==> src/rtl/vm_gen2_pkg.sv <==
// Shared types and coin helpers for the vm_gen2 vending-machine controller.
package vm_gen2_pkg;

  typedef enum logic [1:0] {
    ST_IDLE         = 2'b00,
    ST_AVAILABLE    = 2'b01,
    ST_OUT_OF_STOCK = 2'b10,
    ST_ERROR        = 2'b11
  } status_e;

  typedef enum logic [1:0] {
    COIN_NONE    = 2'b00,
    COIN_NICKEL  = 2'b01,
    COIN_DIME    = 2'b10,
    COIN_QUARTER = 2'b11
  } coin_e;

  typedef enum logic [2:0] {
    S_IDLE,
    S_CHECK,
    S_COLLECT,
    S_DISPENSE,
    S_CHANGE,
    S_RESTOCK
  } state_e;

  localparam logic [4:0] NICKEL_CENTS  = 5'd5;
  localparam logic [4:0] DIME_CENTS    = 5'd10;
  localparam logic [4:0] QUARTER_CENTS = 5'd25;

  function automatic logic [4:0] coin_value(input coin_e c);
    logic [4:0] v;
    v = '0;
    unique case (c)
      COIN_NICKEL:  v = NICKEL_CENTS;
      COIN_DIME:    v = DIME_CENTS;
      COIN_QUARTER: v = QUARTER_CENTS;
      default:      v = '0;
    endcase
    return v;
  endfunction

endpackage

==> src/rtl/vm_wdt.sv <==
// Collect-phase watchdog: down-counter reloaded to TIMEOUT-1, expired at terminal count 0.
module vm_wdt #(
  parameter int TIMEOUT = 512
) (
  input  logic clk,
  input  logic hrst_n,
  input  logic load,
  input  logic en,
  output logic expired
);

  localparam int TW = (TIMEOUT > 2) ? $clog2(TIMEOUT) : 1;
  localparam logic [TW-1:0] RELOAD = TW'(TIMEOUT - 1);

  logic [TW-1:0] cnt_q;

  always_ff @(posedge clk or negedge hrst_n) begin
    if (!hrst_n) begin
      cnt_q <= RELOAD;
    end else if (load) begin
      cnt_q <= RELOAD;
    end else if (en && (cnt_q != '0)) begin
      cnt_q <= cnt_q - TW'(1);
    end
  end

  assign expired = (cnt_q == '0);

endmodule

==> src/rtl/vm_gen2.sv <==
// Vending-machine controller: stock/cost slots, coin collection, dispense, change and refund.
// Optional per-slot sales log enabled by defining VM_SALES_LOG_EN.
//   state    | meaning
//   IDLE     | waiting for a selection or a restock
//   CHECK    | judge stock and cost of the latched slot
//   COLLECT  | accumulate coins, watchdog running
//   DISPENSE | product pulse, stock decrement, compute change
//   CHANGE   | change pulse, clear amount
//   RESTOCK  | apply supplier updates while valid stays high
module vm_gen2 import vm_gen2_pkg::*; #(
  parameter int NUM_ITEMS = 8,
  parameter int CNT_W     = 4,
  parameter int MAX_COUNT = 15,
  parameter int COST_W    = 8,
  parameter int BAL_W     = 16,
  parameter int TIMEOUT   = 512,
  localparam int ITEM_W   = $clog2(NUM_ITEMS)
) (
  input  logic              clk,
  input  logic              hrst_n,
  input  logic              srst,
  input  logic [1:0]        coins,
  input  logic              sel_valid,
  input  logic [ITEM_W-1:0] sel_item,
  input  logic              cancel,
  input  logic              valid,
  input  logic [ITEM_W-1:0] item,
  input  logic [CNT_W-1:0]  count,
  input  logic [COST_W-1:0] cost,
  output logic [ITEM_W-1:0] product,
  output logic              product_vld,
  output logic [1:0]        status,
  output logic [BAL_W-1:0]  balance,
  output logic              change_vld,
  output logic [7:0]        info
);

  localparam logic [CNT_W:0] MAX_CNT = (CNT_W + 1)'(MAX_COUNT);

  state_e                           state_q, state_d;
  logic [ITEM_W-1:0]                sel_q, sel_d;
  logic [BAL_W-1:0]                 amount_q, amount_d;
  logic [NUM_ITEMS-1:0][CNT_W-1:0]  stock_q, stock_d;
  logic [NUM_ITEMS-1:0][COST_W-1:0] cost_q, cost_d;
  logic [ITEM_W-1:0]                product_q, product_d;
  logic                             product_vld_q, product_vld_d;
  status_e                          status_q, status_d;
  logic [BAL_W-1:0]                 balance_q, balance_d;
  logic                             change_vld_q, change_vld_d;
  logic [7:0]                       info_q, info_d;

  coin_e            coin_in;
  logic [4:0]       coin_cents;
  logic [BAL_W:0]   coin_sum;
  logic [BAL_W-1:0] sel_cost;
  logic [CNT_W:0]   restock_sum;
  logic [7:0]       info_src;
  logic             restock_apply;
  logic             wdt_load, wdt_en, wdt_expired;

  assign coin_in     = coin_e'(coins);
  assign coin_cents  = coin_value(coin_in);
  assign coin_sum    = {1'b0, amount_q} + {{(BAL_W-4){1'b0}}, coin_cents};
  assign sel_cost    = {{(BAL_W-COST_W){1'b0}}, cost_q[sel_q]};
  assign restock_sum = {1'b0, stock_q[item]} + {1'b0, count};

  vm_wdt #(.TIMEOUT(TIMEOUT)) u_wdt (
    .clk     (clk),
    .hrst_n  (hrst_n),
    .load    (wdt_load),
    .en      (wdt_en),
    .expired (wdt_expired)
  );

`ifdef VM_SALES_LOG_EN
  logic [NUM_ITEMS-1:0][7:0] sales_q;

  // Counters survive srst; only the hard reset clears them.
  always_ff @(posedge clk or negedge hrst_n) begin
    if (!hrst_n) begin
      sales_q <= '0;
    end else if (product_vld_q && (sales_q[product_q] != 8'hFF)) begin
      sales_q[product_q] <= sales_q[product_q] + 8'd1;
    end
  end

  assign info_src = sales_q[sel_q];
`else
  assign info_src = {{(8-CNT_W){1'b0}}, stock_q[sel_q]};
`endif

  always_comb begin
    state_d       = state_q;
    sel_d         = sel_q;
    amount_d      = amount_q;
    stock_d       = stock_q;
    cost_d        = cost_q;
    product_d     = product_q;
    product_vld_d = 1'b0;
    status_d      = status_q;
    balance_d     = balance_q;
    change_vld_d  = 1'b0;
    info_d        = info_src;
    restock_apply = 1'b0;
    wdt_load      = 1'b1;
    wdt_en        = 1'b0;

    unique case (state_q)
      S_IDLE: begin
        if (valid) begin
          restock_apply = 1'b1;
          state_d       = S_RESTOCK;
        end else if (sel_valid) begin
          sel_d   = sel_item;
          state_d = S_CHECK;
        end
      end
      S_CHECK: begin
        if (stock_q[sel_q] == '0) begin
          status_d = ST_OUT_OF_STOCK;
          state_d  = S_IDLE;
        end else if (cost_q[sel_q] == '0) begin
          status_d = ST_ERROR;
          state_d  = S_IDLE;
        end else begin
          status_d = ST_AVAILABLE;
          state_d  = S_COLLECT;
        end
      end
      S_COLLECT: begin
        wdt_load = 1'b0;
        wdt_en   = 1'b1;
        if (amount_q >= sel_cost) begin
          product_d     = sel_q;
          product_vld_d = 1'b1;
          state_d       = S_DISPENSE;
        end else begin
          if (coin_in != COIN_NONE) begin
            wdt_load = 1'b1;
            if (coin_sum[BAL_W]) status_d = ST_ERROR;
            else                 amount_d = coin_sum[BAL_W-1:0];
          end
          // A coin arriving with cancel is banked first so it is refunded too.
          if (cancel) begin
            balance_d    = amount_d;
            change_vld_d = 1'b1;
            state_d      = S_CHANGE;
          end else if ((coin_in == COIN_NONE) && wdt_expired) begin
            balance_d    = amount_q;
            change_vld_d = 1'b1;
            status_d     = ST_ERROR;
            state_d      = S_CHANGE;
          end
        end
      end
      S_DISPENSE: begin
        stock_d[sel_q] = stock_q[sel_q] - CNT_W'(1);
        balance_d      = amount_q - sel_cost;
        change_vld_d   = 1'b1;
        state_d        = S_CHANGE;
      end
      S_CHANGE: begin
        amount_d = '0;
        status_d = ST_IDLE;
        state_d  = S_IDLE;
      end
      S_RESTOCK: begin
        if (valid) restock_apply = 1'b1;
        else       state_d       = S_IDLE;
      end
      default: state_d = S_IDLE;
    endcase

    if (restock_apply) begin
      if (restock_sum > MAX_CNT) begin
        status_d = ST_ERROR;
      end else begin
        stock_d[item] = restock_sum[CNT_W-1:0];
        status_d      = ST_IDLE;
      end
      if (cost != '0) cost_d[item] = cost;
    end

    // Soft reset behaves like the hard reset but keeps the slot table.
    if (srst) begin
      state_d       = S_IDLE;
      sel_d         = '0;
      amount_d      = '0;
      stock_d       = stock_q;
      cost_d        = cost_q;
      product_d     = '0;
      product_vld_d = 1'b0;
      status_d      = ST_IDLE;
      balance_d     = '0;
      change_vld_d  = 1'b0;
      info_d        = '0;
      wdt_load      = 1'b1;
      wdt_en        = 1'b0;
    end
  end

  always_ff @(posedge clk or negedge hrst_n) begin
    if (!hrst_n) begin
      state_q       <= S_IDLE;
      sel_q         <= '0;
      amount_q      <= '0;
      stock_q       <= '0;
      cost_q        <= '0;
      product_q     <= '0;
      product_vld_q <= 1'b0;
      status_q      <= ST_IDLE;
      balance_q     <= '0;
      change_vld_q  <= 1'b0;
      info_q        <= '0;
    end else begin
      state_q       <= state_d;
      sel_q         <= sel_d;
      amount_q      <= amount_d;
      stock_q       <= stock_d;
      cost_q        <= cost_d;
      product_q     <= product_d;
      product_vld_q <= product_vld_d;
      status_q      <= status_d;
      balance_q     <= balance_d;
      change_vld_q  <= change_vld_d;
      info_q        <= info_d;
    end
  end

  assign product     = product_q;
  assign product_vld = product_vld_q;
  assign status      = status_q;
  assign balance     = balance_q;
  assign change_vld  = change_vld_q;
  assign info        = info_q;

endmodule

==> config.mk <==
export PLATFORM = sky130hd
export DESIGN_NAME = vm_gen2
export DESIGN_NICKNAME = d
export VERILOG_FILES = /design/src/rtl/vm_gen2_pkg.sv /design/src/rtl/vm_wdt.sv /design/src/rtl/vm_gen2.sv
export SDC_FILE = /design/constraint.sdc
export NUM_CORES = 1
export LEC_CHECK = 0
export CAP_MARGIN = 20
export CORE_UTILIZATION = 54
export CTS_CLUSTER_DIAMETER = 60
export DETAILED_ROUTE_END_ITERATION = 8
export MAX_ROUTING_LAYER = met4
export PLACE_DENSITY_LB_ADDON = 0.1
export SYNTH_ARGS = -nofsm -noshare
export SYNTH_HDL_FRONTEND = slang
export SYNTH_SLANG_ARGS = --single-unit
==> constraint.sdc <==
create_clock -name clk -period 3.7 [get_ports clk]
set_clock_uncertainty 0.15 [all_clocks]
set_input_delay 0.74 -clock clk [delete_from_list [all_inputs] [get_ports clk]]
set_output_delay 0.74 -clock clk [all_outputs]
set_load 0.01 [all_outputs]
==> metrics, run 1 <==
CTS H-tree depth=4; Max transition margin=0.334; GRT Total Usage=0.333; share of the synthesized area in the top cell type=0.404; worst r2r path cells=12; final hold vios=0; final wirelength=26200 um; Die Ht=131 um; reg2reg end=status[1]; Worst-Skew Late Latency=440 ps; leakage=4.98 nW; Register Area=3870 um2; number of port buffers=52; Initial DRC Count=576; per-cell routed wire length=21.6 um; crit path kind=register to register; Top FF cell, synth=dfrtp_1; Synth Instances=844; ANT nets after route=0; post-synth cell types=81; Comb pwr share=0.393; Crit-path slowest cell=dfrtp_2; diodes inserted=0; synthesized cell area=8970 um2; clk slew on worst S/H paths=70 ps; antenna violations before repair=0; largest net degree at the start of global routing=65; most common cell in the netlist=dfrtp_1; critical path peak fanout=4; Clock power frac=0.253; Yosys Warn Count=0; largest family of logic cells by synthesized area=compound AO/OA/AOI/OAI gates; CTS Buf Count=17; XOR/XNOR share of the synthesized area=0.0264; Compound-Gate Fraction of Synth Area=0.169; max-cap violations=0; r2r setup slk=110 ps; Worst-Margin Slew=973 ps; max-slew violation count=0; drt first pass iters=5; Die X=131 um; Root Driver=clkbuf_16; top post-synthesis cells by area=dfrtp_1, mux2_2, mux4_2; number of nets in the layout=1033; total negative setup slack=0 ps; number of synthesized flops with an enable pin=0; WP data required=3880 ps; Sink Count=154; first-pass GRT wire length=41200 um; peak supply drop=0.408 mV; Final min period=3590 ps; most frequent cells after synthesis=dfrtp_1, nor2_1, nand2_1, mux2_2, a21oi_1; Critical Path Sink=status[1]; CTS tree=done; GRT overflow=0; initial cell density of the core=0.559; RSZ-0062 raised after global routing=yes; Int Pwr=4.77 mW; Async S/R FF share, synth=1.00; number of hold buffers added after cts=0; synthesized area per cell=10.6 um2; Seq cells post-synth=154; status=completed; Setup crit start kind=register; Final period util=0.971; Ports=57; vias in the first global route=7549; Sw Ratio=0.363; total power=7.48 mW; Core ar.=16100 um2; routed vias=7565; Setup crit start=sel_q[2]; Area growth syn-to-layout=26.5%; sequential power share=0.354; fmax=278 MHz; CP Cell Sequence=mux2_2 > a221o_1 > a211oi_4 > ha_1 > nand4_1 > a31oi_1 > o31ai_1 > buf_4 > a41oi_4 > or3_4 > a211o_1 > o311ai_1; GP Congestion=1.00; register area share after synthesis=0.431; Worst Setup End Kind=register; PD cells=659 nW/um2; area of the multi-input gates=4970 um2; FP Rows=46; Max Root-Sink Buffers=2; layout cells sized above 1=0.309; post-synthesis adder-cell area fraction=0.0332; NetSw=2.71 mW; Setup Viol. Count Final=0; area leader, netlist=dfrtp_1; die area=17100 um2; max incr delay on CP=450 ps; Final Instance Area=11300 um2; DRC errors left=0; DPL Wire Length=18400 um; R2R Path Start=sel_q[2]; worst min path class=input port to async pin; Crit path arrival time=3770 ps; fillers=1155; Placed Area=10400 um2; vias per cell=6.23; multiplexer share of the synthesized area=0.158; Synth Area in Simple Gates=0.145
## layout make-up
type / count / share of cell area
Clock buffer: 18 / 0.0378
Clock inverter: 14 / 0.0176
Inverter: 20 / 0.00662
Multi-Input combinational cell: 625 / 0.438
Sequential cell: 154 / 0.341
Tap cell: 216 / 0.0238
Timing Repair Buffer: 167 / 0.135
## critical path, delay by kind of cell (launching register included)
family / cells / cell delay (ps)
fa+ha+maj: 1 / 320
simple gates: 2 / 480
flops: 1 / 450
compound gates: 7 / 1550
mux: 1 / 360
buf+inv: 1 / 170
## kinds of logic after synthesis
logic type | count (synthesis)
and+or+nand+nor | 260
AOI/OAI and AO/OA | 203
DFF | 154
muxes | 109
buffers and inverters | 68
xor gates and xnor gates | 27
adders and majority gates | 22
other | 1
## what timing repair did
action	in CTS	in global routing
setup endpoints to repair	43	55
setup buffers	13	4
pin swaps	9	9
gates cloned	2	0
resized for setup	24	28
## per-stage QoR
step                      hold slack (ps)  utilization  setup slack, ps  cells
after global placement                326        0.646             -616   1163
final                                 138        0.707              108   1214
after global routing                  192        0.707            -36.5   1214
after CTS                             158        0.698             23.5   1210
after detailed placement              328        0.646             -823   1163
after floorplan                       294            -            -71.2    847
## flip-flops by register name, indices dropped and copies added, names as in the netlist, 2 cells and up
signal       count
info             4
stock_q         32
cost_q          64
sel_q            3
state_q          3
product          3
amount_q        16
u_wdt.cnt_q      9
status           2
balance         16
## worst min path at each step
stage / end / slack, ps / cells past startpoint
3_5_place_dp: balance[6] / 330 / 1
3_3_place_gp: balance[6] / 330 / 1
6_report: amount_q[0] / 140 / 1
5_1_grt: amount_q[1] / 190 / 1
4_1_cts: amount_q[1] / 160 / 1
2_1_floorplan: amount_q[0] / 290 / 0
## layout by cell type (no fill, tap or decap), types with 7 or more instances in the layout
| master | count |
|---|---|
| dfrtp_1 | 143 |
| mux4_2 | 19 |
| o21a_1 | 9 |
| xnor2_1 | 17 |
| mux2i_1 | 18 |
| nand2_1 | 70 |
| a22o_1 | 15 |
| o22a_1 | 8 |
| mux2_2 | 70 |
| o21ai_0 | 34 |
| nor2b_1 | 12 |
| nor3_1 | 12 |
| nand3_1 | 19 |
| nor2_1 | 73 |
| ha_1 | 17 |
| nand2b_1 | 9 |
| a21oi_1 | 34 |
| nor2_2 | 8 |
| a22oi_1 | 10 |
| and2_1 | 11 |
| buf_4 | 103 |
| clkbuf_16 | 17 |
| clkdlybuf4s50_1 | 48 |
| dfstp_2 | 9 |
| a21o_1 | 7 |
| inv_1 | 20 |
| buf_12 | 9 |
| xor2_1 | 10 |
## layer usage
| metal | vias to the layer above | global-route usage | part of all wire |
|---|---|---|---|
| met5 | - | - | 0 |
| met4 | 0 | 0.143 | 0.030 |
| met3 | 64 | 0.0521 | 0.062 |
| met2 | 326 | 0.544 | 0.49 |
| met1 | 3768 | 0.411 | 0.42 |
| li1 | 3407 | - | - |
## power by group through the flow
stage	combinational [mW]	clock [mW]	sequential [mW]
after floorplan	1.81	0	2.47
after global placement	2.65	0	2.62
after detailed placement	2.74	0	2.64
after CTS	2.82	1.91	2.62
after global routing	3.15	1.97	2.69
final	2.94	1.89	2.65
No activity file was read; power rests on OpenSTA's default activity.
==> inputs of run 2 (changes only) <==
- CORE_MARGIN: not set -> 1.5
- HOLD_SLACK_MARGIN: not set -> 0.03
==> run 2 against run 1 <==
- first-iteration DRC count up 7.1%
- wire length down 2.8%
- combinational power about the same
- clock-buffer cell count up 1
- sequential power about the same
==> metrics, run 2 (synthesis results as in run 1) <==
status=completed; Crit-path slowest cell=dfrtp_2; max-slew violation count=0 (unchanged); commonest non-fill, non-tap cells in the layout=dfrtp_1, buf_4, nor2_1, nand2_1, mux2_2; number of port buffers=52 (unchanged); diodes inserted=0 (unchanged); initial cell density of the core=0.559 (unchanged); Die Ht=132 um (+0.76%); Die X=132 um (+0.76%); CP Cell Sequence=mux2_4 > a221o_1 > a211oi_4 > ha_1 > nor2b_4 > o31a_1 > o31a_1 > o221ai_2 > buf_4 > nand2_1 > xnor2_1 > a22o_1; Reg with most FFs=cost_q; commonest non-fill, non-tap cell in the layout=dfrtp_1; number of nets in the layout=1030 (-0.29%); PD cells=656 nW/um2 (-0.52%); Root Driver=clkbuf_16; Initial DRC Count=617 (+7.1%); Setup Viol. Count Final=0 (unchanged); GRT overflow=0 (unchanged); total power=7.35 mW (-1.8%); FP Rows=46 (unchanged); worst min path class=input port to async pin; GP Congestion=0.990 (-1.4%); RSZ-0062 raised after global routing=yes; Setup crit start kind=register; die area=17400 um2 (+1.5%); Max transition margin=0.495 (+0.160); Max Root-Sink Buffers=2 (unchanged); CTS Buf Count=17 (unchanged); Largest regs=cost_q (64), stock_q (32); max FFs per register=64 (unchanged); drt first pass iters=5 (unchanged); ANT nets after route=0 (unchanged); Register Area=3870 um2 (unchanged); fmax=273 MHz (-2.0%); CTS H-tree depth=4 (unchanged); largest net degree at the start of global routing=71 (+9.2%); peak supply drop=0.392 mV (-3.8%); Worst-Skew Late Latency=430 ps (about the same); fillers=1193 (+3.3%); leakage=4.92 nW (-1.1%); vias in the first global route=7687 (+1.8%); per-cell routed wire length=21.0 um (-2.6%); Sink Count=154 (unchanged); Crit path buffers/inverters=1 (unchanged); Crit path arrival time=3830 ps (+60 ps); vias per cell=6.26 (+0.51%); layout cells sized above 1=0.310 (+0.000931); WP data required=3870 ps (about the same); crit path kind=register to register; routed vias=7585 (+0.26%); number of hold buffers added after cts=0 (unchanged); area of the multi-input gates=4950 um2 (-0.45%); DRC errors left=0 (unchanged); Most common cell on crit path=o31a_1; final hold vios=0 (unchanged); antenna violations before repair=0 (unchanged); first-pass GRT wire length=40900 um (-0.59%); clk slew on worst S/H paths=70 ps (about the same); max-cap violations=0 (unchanged); post-layout util=0.698 (-0.00888); Worst-Margin Slew=752 ps (-221 ps); Final period util=0.991 (+0.0200); max incr delay on CP=480 ps (+30 ps); CTS tree=done; Final min period=3670 ps (+73.9 ps); Area growth syn-to-layout=24.9%; critical path peak fanout=6 (+2); Worst Setup End Kind=register; DPL Wire Length=18000 um (-2.1%); GRT Total Usage=0.309 (-0.0237); Ports=57 (unchanged); final wirelength=25400 um (-2.8%); Core ar.=16100 um2 (unchanged); cell family with most CP delay=compound AO/OA/AOI/OAI gates
==> run 2: changes by cell type in the layout (fill, tap and decap cells not counted), moves of 2 or more <==
cell and change:
nor2b_2 +2, buf_6 +2, buf_12 -2, buf_2 +2, nor2_2 +2, buf_4 -3
ha_4 -2, o21ai_0 -6, o21a_2 +2, o21ai_1 +6, o21a_1 -2, nor2b_1 -3
==> run 2: path summary, 6_finish.rpt <==
| path | start | depth (start not counted) | slack [ps] | end |
|---|---|---|---|---|
| setup / recovery | sel_q[2] | 12 | 30 | balance[15] |
| hold / removal | hrst_n | 1 | 170 | balance[2] |
| setup reg to reg | sel_q[2] | 12 | 30 | balance[15] |
| hold reg to reg | balance[7] | 1 | 340 | balance[7] |
| max in group asynchronous | hrst_n | 2 | 2440 | sel_q[2] |
| min in group clk | balance[7] | 1 | 340 | balance[7] |
==> run 2: metrics by stage <==
step                setup WS, ps  hold WS (ps)  TNS, ps  cells  instance area (um2)
floorplan                  -71.2           294     -119    847                 9040
global placement            -606           326   -17360   1167                10400
detailed placement          -688           323   -20120   1167                10400
CTS                         6.97           192        0   1202                11100
global route               -96.3           230     -522   1211                11200
finish                      34.1           166        0   1211                11200
==> run 2: where the power goes <==
| part | switching (mW) | internal (mW) | total (mW) | leakage [nW] |
|---|---|---|---|---|
| Combinational | 1.45 | 1.46 | 2.91 | 2.69 |
| Sequential | 0.421 | 2.22 | 2.64 | 1.95 |
| Clock | 0.776 | 1.02 | 1.79 | 0.285 |
==> run 2: timing repair <==
item / in CTS / in global routing
gates resized for setup: 21 / 34
endpoints found under the setup margin: 42 / 64
cloned: 1 / 1
pin swaps: 3 / 16
setup buffers: 2 / 8
==> run 2: layout make-up <==
class / instances / share of cell area
multi-input combinational: 625 / 0.442
sequential: 154 / 0.345
timing repair buffer: 164 / 0.130
clock buffer: 19 / 0.0386
tap: 216 / 0.0241
clock inverter: 13 / 0.0141
inverter: 20 / 0.00670
==> run 2: layer usage <==
metal,track usage,vias to the layer above,wire (um)
li1,-,3392,-
met1,0.399,3755,10600
met2,0.489,365,12300
met3,0.0527,73,1700
met4,0.122,0,823
met5,-,-,0
